===== config.mk =====
export PLATFORM = sky130hd
export DESIGN_NAME = fl_first_extract
export DESIGN_NICKNAME = d
export VERILOG_FILES = /design/src/rtl/fl_first_extract.sv
export SDC_FILE = /design/constraint.sdc
export NUM_CORES = 1
export LEC_CHECK = 0
export CAP_MARGIN = 20
export CORE_UTILIZATION = 23
export CTS_CLUSTER_SIZE = 14
export DETAILED_ROUTE_END_ITERATION = 8
export GPL_TIMING_DRIVEN = 0
export SLEW_MARGIN = 20
export SYNTH_ARGS = -nofsm -noshare
export SYNTH_HDL_FRONTEND = slang
export SYNTH_SLANG_ARGS = --single-unit

===== constraint.sdc =====
create_clock -name clk -period 4.7 [get_ports clk]
set_input_delay 0.94 -clock clk [delete_from_list [all_inputs] [get_ports clk]]
set_output_delay 0.94 -clock clk [all_outputs]
set_load 0.05 [all_outputs]

===== src/rtl/fl_first_extract.sv =====
// FrameLink first-word extractor: strips each frame's header word into a side register and
// forwards the rest as a well-formed frame. FL_FIRST_EXTRACT_CNT_EN builds frame/short counters.
module fl_first_extract #(
    parameter int unsigned DATA_WIDTH = 32,
    parameter int unsigned DREM_WIDTH = (DATA_WIDTH <= 16) ? 1 : $clog2(DATA_WIDTH / 8)
) (
    input  logic                  clk,
    input  logic                  reset,

    input  logic [DATA_WIDTH-1:0] rx_data,
    input  logic [DREM_WIDTH-1:0] rx_rem,
    input  logic                  rx_sof_n,
    input  logic                  rx_eof_n,
    input  logic                  rx_sop_n,
    input  logic                  rx_eop_n,
    input  logic                  rx_src_rdy_n,
    output logic                  rx_dst_rdy_n,

    output logic [DATA_WIDTH-1:0] tx_data,
    output logic [DREM_WIDTH-1:0] tx_rem,
    output logic                  tx_sof_n,
    output logic                  tx_eof_n,
    output logic                  tx_sop_n,
    output logic                  tx_eop_n,
    output logic                  tx_src_rdy_n,
    input  logic                  tx_dst_rdy_n,

    output logic [DATA_WIDTH-1:0] extract_data,
    output logic [DREM_WIDTH-1:0] extract_rem,
    output logic                  extract_vld,
    input  logic                  extract_read,

    output logic [31:0]           frame_cnt,
    output logic [31:0]           short_cnt
);

    typedef enum logic [1:0] {S_HDR, S_FIRST, S_BODY} state_t;

    state_t                state_q, state_d;
    logic [DATA_WIDTH-1:0] extract_data_q;
    logic [DREM_WIDTH-1:0] extract_rem_q;
    logic                  extract_vld_q;
    logic                  hdr_load;

    always_comb begin
        tx_data      = rx_data;
        tx_rem       = rx_rem;
        tx_sof_n     = rx_sof_n;
        tx_eof_n     = rx_eof_n;
        tx_sop_n     = rx_sop_n;
        tx_eop_n     = rx_eop_n;
        tx_src_rdy_n = 1'b1;
        rx_dst_rdy_n = 1'b1;
        state_d      = state_q;
        hdr_load     = 1'b0;
        // Handshakes stay closed for the whole time reset is high.
        if (!reset) begin
            unique case (state_q)
                S_HDR: begin
                    // A read in this cycle frees the slot for an incoming header.
                    rx_dst_rdy_n = extract_vld_q & ~extract_read;
                    if (!rx_src_rdy_n && !rx_dst_rdy_n) begin
                        hdr_load = 1'b1;
                        state_d  = rx_eof_n ? S_FIRST : S_HDR;
                    end
                end
                S_FIRST: begin
                    tx_src_rdy_n = rx_src_rdy_n;
                    rx_dst_rdy_n = tx_dst_rdy_n;
                    tx_sof_n     = 1'b0;
                    tx_sop_n     = 1'b0;
                    if (!rx_src_rdy_n && !tx_dst_rdy_n) begin
                        state_d = rx_eof_n ? S_BODY : S_HDR;
                    end
                end
                S_BODY: begin
                    tx_src_rdy_n = rx_src_rdy_n;
                    rx_dst_rdy_n = tx_dst_rdy_n;
                    tx_sof_n     = 1'b1;
                    if (!rx_src_rdy_n && !tx_dst_rdy_n && !rx_eof_n) begin
                        state_d = S_HDR;
                    end
                end
                default: state_d = S_HDR;
            endcase
        end
    end

    always_ff @(posedge clk or posedge reset) begin
        if (reset) begin
            state_q <= S_HDR;
        end else begin
            state_q <= state_d;
        end
    end

    // A header load takes priority over a read-clear in the same cycle.
    always_ff @(posedge clk or posedge reset) begin
        if (reset) begin
            extract_data_q <= '0;
            extract_rem_q  <= '0;
            extract_vld_q  <= 1'b0;
        end else if (hdr_load) begin
            extract_data_q <= rx_data;
            extract_rem_q  <= rx_rem;
            extract_vld_q  <= 1'b1;
        end else if (extract_read && extract_vld_q) begin
            extract_vld_q  <= 1'b0;
        end
    end

    assign extract_data = extract_data_q;
    assign extract_rem  = extract_rem_q;
    assign extract_vld  = extract_vld_q;

`ifdef FL_FIRST_EXTRACT_CNT_EN
    logic [31:0] frame_cnt_q;
    logic [31:0] short_cnt_q;

    always_ff @(posedge clk or posedge reset) begin
        if (reset) begin
            frame_cnt_q <= '0;
            short_cnt_q <= '0;
        end else if (hdr_load) begin
            frame_cnt_q <= frame_cnt_q + 32'd1;
            if (!rx_eof_n) begin
                short_cnt_q <= short_cnt_q + 32'd1;
            end
        end
    end

    assign frame_cnt = frame_cnt_q;
    assign short_cnt = short_cnt_q;
`else
    assign frame_cnt = '0;
    assign short_cnt = '0;
`endif

endmodule


==> results.tsv <==
metric	value	unit
worst_slew_pin_slew	524.4	ps
antenna_found_initial	0	
crit_chain	clkdlybuf4s50_1 -> inv_2 -> nand2_1 -> mux2_2 -> clkdlybuf4s50_1	
final_max_slew_viol_count	0	
core	0.009955	mm^2
cp_data_required_time	3760	ps
vias_per_cell	3.391	
die_x	104.3	um
yosysTopAreaCell	dfrtp_1	
syn_area	0.002409	mm^2
min_path_type	reg -> reg	
cts.clk_slew.worst_paths	80	ps
end_kind	primary output	
die_area	0.01088	mm^2
fill_cells	977	
grt.overflow.total	0	
n_antenna_cell	0	
first_pass_iters	4	
clkLatencyLatePin	280	ps
clock-sinks	37	
syn_area_per_cell	11.86	um^2
track_usage	0.09609	
vias	1777	
port_buffers	116	
crit_top_cell	clkdlybuf4s50_1	
synth_area_leaders	dfrtp_1, buf_4, mux2_4	
cts_buffers	5	
drtIter0Drc	71	
finalWeightedCongestion	0.6889	
whs	510.6	ps
clockRootBuffer	clkbuf_8	
grt_max_degree	22	
slowest_delay	790	ps
slew_headroom	0.6493	
io_pins	182	
synth-seq-cells	37	
drt_wl_total	5.252	mm
ir_worst_vdd	0.2213	mV
ys.warnings.count	0	
crit_type	in -> out	
report.final.hold_viol_count	0	
synth.distinct_cells	22	
initial_core_util	0.2420	
cts.htree.levels	2	
drc_errors	0	
post-route-period-util	0.8332	
crit_path_start_kind	input pin	
setup_viol	0	
syn-instance-count	203	
tns	0	ps
fin_crit	3916	ps
maxCapViolations	0	
final_common_cell	clkdlybuf4s50_1	
mostFrequentLayoutCells	clkdlybuf4s50_1, buf_4, conb_1	
fin_worst_skew	6.075	ps
outcome	complete, no violations	
leakagePower	2.082	nW
cp_max_fo	21	
rsz0062_at_grt	no	
drive_gt1_frac	0.3862	
slowest_stage	clkdlybuf4s50_1	
num-nets-final	437	
reg2reg_slack	3060	ps
grt_pass1_wl	8.480	mm
ctsHoldBuffers	0	
dp_hpwl	4.253	mm
ant_nets	0	
cts_max_path_buffers	2	
yosys.area.top_type_share	0.3844	
ys_seq_area_frac	0.3844	
post_cts_buffers	0	
fp-row-count	36	
first_global_vias	1698	
syn_to_final_growth	70.08	%
die_h	104.3	um
arrival	2980	ps
fmax	0.2554	GHz
cts_resized	0	
cellPowerDensity	587.6	mW/mm^2
cts_tree	yes	
post_drt_wl_per_cell	10.02	um
-- Yosys cell counts --
cell type / count
mux2_4: 29
o21ai_0: 2
or2_2: 1
buf_6: 3
a211oi_1: 1
o31ai_1: 1
buf_4: 100
nand2b_1: 1
nor2_2: 1
nor2b_1: 1
mux2_2: 6
mux2i_1: 1
inv_1: 3
ha_1: 4
a21boi_0: 1
dfrtp_1: 37
nand4_1: 1
nand3_4: 1
conb_1: 1
o2bb2ai_1: 1
nand2_1: 6
nand3b_1: 1
-- routing by layer --
layer  GRT usage  share of wire  vias up
met5           0              0        -
met3     0.02882           0.10        4
met2      0.1746           0.49      102
li1            -              -      870
met1      0.1049           0.40      801
met4     0.03367          0.011        0
-- worst max-delay path: cells and delay by family --
| family | cells | cell delay [ps] |
|---|---|---|
| buf+inv | 3 | 1640 |
| mux | 1 | 250 |
| simple gates | 1 | 140 |
-- logic make-up (layout without fill, tap and decap cells) --
family	count (synthesis)	in the layout	share of synthesized area
multiplexers	36	36	0.2130
flip-flops	37	37	0.3844
AND/OR/NAND/NOR	13	13	0.03274
AO/OA/AOI/OAI	6	6	0.01715
buffers and inverters	106	231	0.3304
other	1	64	0.001557
adder cells (fa/ha/maj)	4	4	0.02078
-- where the power goes --
part           total (mW)  switching [mW]  internal, mW
clock               0.231           0.113         0.119
combinational        1.61           0.981         0.629
sequential          0.566          0.0871         0.479
total                2.41            1.18          1.23
-- sequential cells by signal, summed over array words and instances (netlist names) --
name,count
extract_rem,2
extract_data,32
state_q,2
extract_vld,1
-- metrics by stage --
stage / cell area [um^2] / instances / util / setup WS (ps) / total power [mW]
finish: 4096 / 524 / 0.4115 / 783.9 / 2.407
global route: 4096 / 524 / 0.4115 / 657.8 / 2.526
floorplan: 2645 / 266 / - / 986.9 / 1.715
global placement: 3973 / 515 / 0.3991 / -194.9 / 2.172
CTS: 4096 / 524 / 0.4115 / 747.7 / 2.440
detailed placement: 4000 / 516 / 0.4018 / 749.8 / 2.190
-- worst paths after layout --
check / start / end / cells past startpoint
setup / recovery: reset / tx_sof_n / 5
hold / removal: extract_data[12]$_DFFE_PP0P_ / extract_data[12]$_DFFE_PP0P_ / 1
setup reg to reg: state_q[0]$_DFFE_PP0P_ / extract_rem[1]$_DFFE_PP0P_ / 5
hold reg to reg: extract_data[12]$_DFFE_PP0P_ / extract_data[12]$_DFFE_PP0P_ / 1
max in group asynchronous: reset / extract_rem[0]$_DFFE_PP0P_ / 3
min in group asynchronous: reset / state_q[0]$_DFFE_PP0P_ / 2
-- layout make-up --
class,instances,area (um^2),share of cell area
clock buffers,6,82.58,0.02016
inverters,3,11.26,0.002749
well taps,133,166.4,0.04062
flip-flops and latches,37,925.9,0.2260
multi-input cells,123,923.4,0.2254
repair buffers,117,1189,0.2902
clock inverters,2,13.76,0.003360
plain buffers,103,784.5,0.1915
No activity file was read; power rests on OpenSTA's default activity.
